`config.mk`:
```
export PLATFORM = sky130hd
export DESIGN_NAME = led_frame_sequencer
export DESIGN_NICKNAME = d
export VERILOG_FILES = /design/src/rtl/led_frame_sequencer.sv
export SDC_FILE = /design/constraint.sdc
export NUM_CORES = 1
export LEC_CHECK = 0
export ABC_AREA = 1
export ABC_CLOCK_PERIOD_IN_PS = 1300
export CELL_PAD_IN_SITES_DETAIL_PLACEMENT = 2
export CELL_PAD_IN_SITES_GLOBAL_PLACEMENT = 2
export CORE_ASPECT_RATIO = 0.75
export CORE_MARGIN = 3
export CORE_UTILIZATION = 26
export CTS_CLUSTER_DIAMETER = 30
export DETAILED_ROUTE_END_ITERATION = 8
export PLACE_DENSITY_LB_ADDON = 0.1
export SETUP_SLACK_MARGIN = 0.15
export SLEW_MARGIN = 20
export SYNTH_ARGS = -nofsm -noshare
export SYNTH_HDL_FRONTEND = slang
export SYNTH_SLANG_ARGS = --single-unit
```
`constraint.sdc`:
```
create_clock -name clk -period 1.3 [get_ports clk]
set_input_delay 0.26 -clock clk [delete_from_list [all_inputs] [get_ports clk]]
set_output_delay 0.26 -clock clk [all_outputs]
set_load 0.01 [all_outputs]
```
`src/rtl/led_frame_sequencer.sv`:
```
// -----------------------------------------------------------------------------
// led_frame_sequencer
//
// Purpose:
//   Drives a MAX7219-style LED matrix controller through a byte-oriented SPI
//   master. Each register write is a two-byte CS window: an address byte
//   followed by a data byte. On a start request the block optionally replays
//   the controller init list (shutdown, display-test off, no decode, scan
//   limit, intensity, normal operation). It then streams one frame by reading
//   rows 0..NUM_ROWS-1 from an external framebuffer and writing them to the
//   digit registers 1..NUM_ROWS.
//
// Parameters:
//   NUM_ROWS   - number of display rows (1..8), register addresses 1..NUM_ROWS
//   SCAN_LIMIT - data byte written to the scan-limit register (0x0B)
//
// Ports:
//   clk           in   single clock, rising edge
//   reset         in   asynchronous, active-low reset
//   start         in   one-cycle frame refresh request (accepted only when idle)
//   init_req      in   one-cycle request to replay the init list before the
//                      next frame (accepted in any state)
//   intensity     in   4-bit brightness, sampled when its data byte is strobed
//   fb_addr       out  framebuffer row read address
//   fb_data       in   framebuffer row data, valid one cycle after fb_addr
//   spi_num_bytes out  bytes per CS window, constant 2
//   spi_tx_byte   out  byte to the SPI master, held until the next strobe
//   spi_tx_dv     out  one-cycle strobe qualifying spi_tx_byte
//   spi_tx_ready  in   SPI master can take a byte
//   busy          out  high while a sequence is in progress (through DONE)
//   done          out  one-cycle pulse when a frame completes
// -----------------------------------------------------------------------------
module led_frame_sequencer #(
    parameter int         NUM_ROWS   = 8,
    parameter logic [7:0] SCAN_LIMIT = 8'h07
) (
    input  logic       clk,
    input  logic       reset,
    input  logic       start,
    input  logic       init_req,
    input  logic [3:0] intensity,
    output logic [2:0] fb_addr,
    input  logic [7:0] fb_data,
    output logic [1:0] spi_num_bytes,
    output logic [7:0] spi_tx_byte,
    output logic       spi_tx_dv,
    input  logic       spi_tx_ready,
    output logic       busy,
    output logic       done
);

    // -------------------------------------------------------------------------
    // State encoding
    // -------------------------------------------------------------------------
    localparam logic [3:0] IDLE       = 4'd0;
    localparam logic [3:0] INIT_LOAD  = 4'd1;
    localparam logic [3:0] FRAME_LOAD = 4'd2;
    localparam logic [3:0] SEND_ADDR  = 4'd3;
    localparam logic [3:0] GUARD_ADDR = 4'd4;
    localparam logic [3:0] SEND_DATA  = 4'd5;
    localparam logic [3:0] GUARD_DATA = 4'd6;
    localparam logic [3:0] NEXT       = 4'd7;
    localparam logic [3:0] DONE       = 4'd8;

    // Last row index; the row counter saturates here and never wraps to 0.
    localparam logic [2:0] LAST_ROW  = 3'(NUM_ROWS - 1);
    // Six entries in the init list, indices 0..5.
    localparam logic [2:0] INIT_LAST = 3'd5;

    // -------------------------------------------------------------------------
    // Registers
    // -------------------------------------------------------------------------
    logic [3:0] state_q,        state_d;
    logic       init_pending_q, init_pending_d;
    logic       init_again_q,   init_again_d;   // init_req seen while init runs
    logic       in_init_q,      in_init_d;      // 1: walking the init list
    logic [2:0] init_idx_q,     init_idx_d;
    logic [2:0] row_q,          row_d;
    logic [2:0] fb_addr_q,      fb_addr_d;
    logic [7:0] addr_byte_q,    addr_byte_d;    // address byte of the pending write
    logic [7:0] spi_tx_byte_q,  spi_tx_byte_d;
    logic       spi_tx_dv_q,    spi_tx_dv_d;

    // -------------------------------------------------------------------------
    // Init list lookup. The intensity entry is combinational on purpose so the
    // value on the pins at the moment of the data strobe is the one sent.
    // -------------------------------------------------------------------------
    logic [7:0] init_addr;
    logic [7:0] init_data;

    always_comb begin
        init_addr = 8'h0C;
        init_data = 8'h01;
        case (init_idx_q)
            3'd0: begin init_addr = 8'h0C; init_data = 8'h00;               end
            3'd1: begin init_addr = 8'h0F; init_data = 8'h00;               end
            3'd2: begin init_addr = 8'h09; init_data = 8'h00;               end
            3'd3: begin init_addr = 8'h0B; init_data = SCAN_LIMIT;          end
            3'd4: begin init_addr = 8'h0A; init_data = {4'h0, intensity};   end
            default: begin init_addr = 8'h0C; init_data = 8'h01;            end
        endcase
    end

    // -------------------------------------------------------------------------
    // Next-state logic
    // -------------------------------------------------------------------------
    always_comb begin
        state_d        = state_q;
        init_pending_d = init_pending_q;
        init_again_d   = init_again_q;
        in_init_d      = in_init_q;
        init_idx_d     = init_idx_q;
        row_d          = row_q;
        fb_addr_d      = fb_addr_q;
        addr_byte_d    = addr_byte_q;
        spi_tx_byte_d  = spi_tx_byte_q;
        spi_tx_dv_d    = 1'b0;

        case (state_q)
            IDLE: begin
                if (start) begin
                    row_d      = 3'd0;
                    init_idx_d = 3'd0;
                    if (init_pending_q) begin
                        in_init_d = 1'b1;
                        state_d   = INIT_LOAD;
                    end else begin
                        in_init_d = 1'b0;
                        state_d   = FRAME_LOAD;
                    end
                end
            end

            INIT_LOAD: begin
                addr_byte_d = init_addr;
                state_d     = SEND_ADDR;
            end

            FRAME_LOAD: begin
                // The row address goes out here, several cycles ahead of the
                // data strobe, so a registered-read framebuffer has settled.
                fb_addr_d   = row_q;
                addr_byte_d = {5'b0_0000, row_q} + 8'd1;
                state_d     = SEND_ADDR;
            end

            SEND_ADDR: begin
                if (spi_tx_ready) begin
                    spi_tx_byte_d = addr_byte_q;
                    spi_tx_dv_d   = 1'b1;
                    state_d       = GUARD_ADDR;
                end
            end

            GUARD_ADDR: begin
                // While the strobe is still on the pins the master has not yet
                // reacted, so its ready is stale and must be ignored.
                if (!spi_tx_dv_q && spi_tx_ready) begin
                    state_d = SEND_DATA;
                end
            end

            SEND_DATA: begin
                if (spi_tx_ready) begin
                    spi_tx_byte_d = in_init_q ? init_data : fb_data;
                    spi_tx_dv_d   = 1'b1;
                    state_d       = GUARD_DATA;
                end
            end

            GUARD_DATA: begin
                if (!spi_tx_dv_q && spi_tx_ready) begin
                    state_d = NEXT;
                end
            end

            NEXT: begin
                if (in_init_q) begin
                    if (init_idx_q == INIT_LAST) begin
                        in_init_d = 1'b0;
                        row_d     = 3'd0;
                        state_d   = FRAME_LOAD;
                    end else begin
                        init_idx_d = init_idx_q + 3'd1;
                        state_d    = INIT_LOAD;
                    end
                end else if (row_q == LAST_ROW) begin
                    state_d = DONE;
                end else begin
                    row_d   = row_q + 3'd1;
                    state_d = FRAME_LOAD;
                end
            end

            DONE: begin
                state_d = IDLE;
            end

            default: begin
                state_d = IDLE;
            end
        endcase

        // Init request bookkeeping. A request that lands while the init list is
        // already being replayed is parked in init_again so that clearing the
        // pending flag at the end of init does not swallow it.
        if (state_q == NEXT && in_init_q && init_idx_q == INIT_LAST) begin
            init_pending_d = init_again_q | init_req;
            init_again_d   = 1'b0;
        end else if (init_req) begin
            if (in_init_d) begin
                init_again_d = 1'b1;
            end else begin
                init_pending_d = 1'b1;
            end
        end
    end

    // -------------------------------------------------------------------------
    // State registers
    // -------------------------------------------------------------------------
    always_ff @(posedge clk or negedge reset) begin
        if (!reset) begin
            state_q        <= IDLE;
            init_pending_q <= 1'b1;
            init_again_q   <= 1'b0;
            in_init_q      <= 1'b0;
            init_idx_q     <= 3'd0;
            row_q          <= 3'd0;
            fb_addr_q      <= 3'd0;
            addr_byte_q    <= 8'h00;
            spi_tx_byte_q  <= 8'h00;
            spi_tx_dv_q    <= 1'b0;
        end else begin
            state_q        <= state_d;
            init_pending_q <= init_pending_d;
            init_again_q   <= init_again_d;
            in_init_q      <= in_init_d;
            init_idx_q     <= init_idx_d;
            row_q          <= row_d;
            fb_addr_q      <= fb_addr_d;
            addr_byte_q    <= addr_byte_d;
            spi_tx_byte_q  <= spi_tx_byte_d;
            spi_tx_dv_q    <= spi_tx_dv_d;
        end
    end

    // -------------------------------------------------------------------------
    // Outputs
    // -------------------------------------------------------------------------
    assign fb_addr       = fb_addr_q;
    assign spi_num_bytes = 2'b10;
    assign spi_tx_byte   = spi_tx_byte_q;
    assign spi_tx_dv     = spi_tx_dv_q;
    assign busy          = (state_q != IDLE);
    assign done          = (state_q == DONE);

endmodule

```
==> results of run 1 <==
## routing by layer
layer  GRT usage  wire length [um]
met5           0                 0
met4     0.02961               128
met1      0.2687              3637
met2      0.3575              4345
met3     0.03294               182
## cell usage after synthesis (all sizes together) (2+ instances only)
library cell,instances,area [sq um]
a21oi,5,25.02
inv,29,108.9
o21ai,16,98.84
or2,3,18.78
nand3,19,100.1
ha,7,87.58
o211ai,3,22.52
buf,5,38.78
dfrtp,28,700.7
nand4,3,18.77
conb,2,7.510
nand2,86,335.3
nor2,25,101.4
## area by class of cell
cell class / count / share of cell area
Clock inverter: 2 / 0.003247
Sequential cell: 29 / 0.2378
Clock buffer: 6 / 0.02354
Tap cell: 81 / 0.03287
Timing Repair Buffer: 85 / 0.2330
Inverter: 29 / 0.04180
Multi-Input combinational cell: 176 / 0.4278
## power breakdown
group          internal (W)  switching (W)  leakage, nW  total [W]
combinational       0.00211        0.00286         1.08    0.00496
clock              0.000372       0.000414       0.0450   0.000786
sequential          0.00122       0.000254        0.361    0.00148
## repair_timing
action / 4_1_cts / 5_1_grt
endpoints found under the setup margin: 43 / 31
resized for setup: 139 / 47
pin swaps: 30 / 12
gates cloned: 1 / 1
setup buffers: 12 / 4
## per-stage QoR
stage,power (W),util
after floorplan,0.003178,-
after global placement,0.004610,0.3866
after detailed placement,0.004756,0.3866
after CTS,0.006470,0.4518
after global routing,0.007778,0.4855
final,0.007226,0.4855
## sequential cells by signal, summed over array words and instances, names as in the netlist
register,flops
row_q,3
spi_tx_byte,8
init_again_q,1
spi_tx_dv,1
in_init_q,1
fb_addr,3
init_pending_q,1
init_idx_q,3
addr_byte_q,4
state_q,4
## worst paths after layout
check / from / endpoint / cells past startpoint
setup / recovery: init_idx_q[1]$_DFFE_PN0P_ / spi_tx_byte[2]$_DFFE_PN0P_ / 8
min in group clk: addr_byte_q[2]$_DFFE_PN0P_ / addr_byte_q[2]$_DFFE_PN0P_ / 2
hold / removal: reset / spi_tx_byte[5]$_DFFE_PN0P_ / 2
max in group asynchronous: reset / init_pending_q$_DFFE_PN1P_ / 2
hold reg to reg: addr_byte_q[2]$_DFFE_PN0P_ / addr_byte_q[2]$_DFFE_PN0P_ / 2
setup reg to reg: init_idx_q[1]$_DFFE_PN0P_ / spi_tx_byte[2]$_DFFE_PN0P_ / 8
## worst max-delay path: stages, from the launching register on
cell and delay, ns:
dfrtp_1 0.41, inv_2 0.10, buf_6 0.11, ha_4 0.16
buf_4 0.12, nand3_1 0.10, nand2_1 0.11, nand4_1 0.20
a21oi_2 0.18
## cell families after synthesis
| group | count (synthesis) |
|---|---|
| AOI/OAI and AO/OA | 27 |
| and+or+nand+nor | 138 |
| adders and majority gates | 7 |
| buffers and inverters | 34 |
| other | 2 |
| DFF | 29 |
==> flow_metrics.py, run 1 <==
metrics = {
    "route": {
        "drtIter0Drc": 60,
        "ant_nets": 0,
        "num_vias": 1969,
        "routed_wl_um": 8293,
        "dr.pass1.iters": 4,
        "viasPerCell": 4.826,
        "wl_per_cell_um": 20.33,
        "drc": 0,
    },
    "global_routing": {
        "grt_pass1_vias": 2198,
        "grt_first_pass_wirelength_um": 12170,
        "antenna_found_initial": 0,
        "grtUsageTotal": 0.2040,
        "grt_max_degree": 30,
        "grt_overflow_total": 0,
    },
    "synthesis": {
        "synth-xor-area-share": 0,
        "syn_nets": 261,
        "syn_avg_cell_area_sq_um": 7.275,
        "synth-compound-area-share": 0.09724,
        "synth_top_family_by_area": "simple AND/OR/NAND/NOR gates",
        "ys_ff_latch": 29,
        "syn_area_sq_um": 1724,
        "synth_edf_count": 0,
        "synth_ff_type": "dfrtp_1",
        "synth-seq-area-share": 0.4216,
        "synth_warnings": 0,
        "syn_inst": 237,
        "synthAdderAreaFrac": 0.05080,
        "yosys.cell_types.count": 29,
        "post_synth_mux_area_share": 0,
        "synthSimpleGateAreaFrac": 0.3403,
        "ys_async_sr_fraction": 1.000,
    },
    "power_and_ir_drop": {
        "p_leak_nw": 1.488,
        "power_density_nw_per_um2": 2344,
        "ir_drop_uv": 853.0,
    },
    "timing": {
        "hold_ws_ns": 0.3430,
        "rsz0062_at_grt": "true",
        "finalSetupTns_ns": -3.865,
        "min_period_over_period": 1.200,
        "hold_viol_final": 0,
        "fmax_mhz": 641.0,
        "final_max_slew_viol_count": 0,
        "setup_viol": 28,
        "fin_skew_ns": 0.006960,
        "min_period_ns": 1.560,
        "fin_ws_ns": -0.2601,
    },
    "critical_path": {
        "setup.worst_path.start_class": "register",
        "crit_fanout": 4,
        "crit_arrival_ns": 1.78,
        "endpoint_kind": "register",
        "regToRegSetupSlack_ns": -0.26,
        "crit_type": "register to register",
        "critical_path_required_ns": 1.52,
    },
    "finish": {
        "area_growth_pct": 78.81,
        "mostFrequentLayoutCell": "nand2_1",
        "num-fill-cells": 676,
        "final_area_sq_um": 3083,
        "regArea_sq_um": 733.2,
        "diodes": 0,
        "multiInputGateArea_sq_um": 1319,
        "layout_common_cells": "51 x nand2_1, 39 x buf_4, 23 x nand2_2, 23 x dfrtp_1",
        "drive_above_1_share": 0.5657,
        "instances_no_fill": 408,
        "nNetsFinal": 350,
    },
    "run_status": {
        "violations": "negative setup slack",
        "outcome": "finished, violations left",
    },
    "placed_design": {
        "dp_cells": 382,
        "placed_cell_area_sq_um": 2455,
        "hpwl_um": 4785,
        "gp_congestion": 0.7629,
        "port_buffers": 30,
        "dpl_worst_slack_ns": -0.2278,
    },
    "clock_tree": {
        "clock-root-buffer": "clkbuf_8",
        "cts_tree": "yes",
        "holdBufCountCts": 0,
        "cts_max_path_buffers": 2,
        "clock_sinks": 29,
        "clk_latency_ns": 0.29,
        "cts_buffers": 5,
        "path_clk_slew_ns": 0.07,
        "h-tree-depth": 2,
    },
    "floorplan": {
        "coreArea_sq_um": 6350,
        "die-area_sq_um": 7655,
        "die-width_um": 100.0,
        "row_count": 25,
        "die_h_um": 76.53,
        "num_io_pins": 33,
        "initial_utilization": 0.2715,
    },
    "hold_path": {
        "hold_class": "primary input to async pin",
    },
    "flow_run": {
        "cap_violations": 0,
    },
}
Power figures use the tool's default switching activity.
==> run 2: changes to the inputs <==
CAP_MARGIN = 15   (was unset)
HOLD_SLACK_MARGIN = 0.02   (was unset)
SLEW_MARGIN = unset   (was 20)
==> results of run 2 <==
Same layout as run 1: the final DEF is identical, and so are final timing and power.
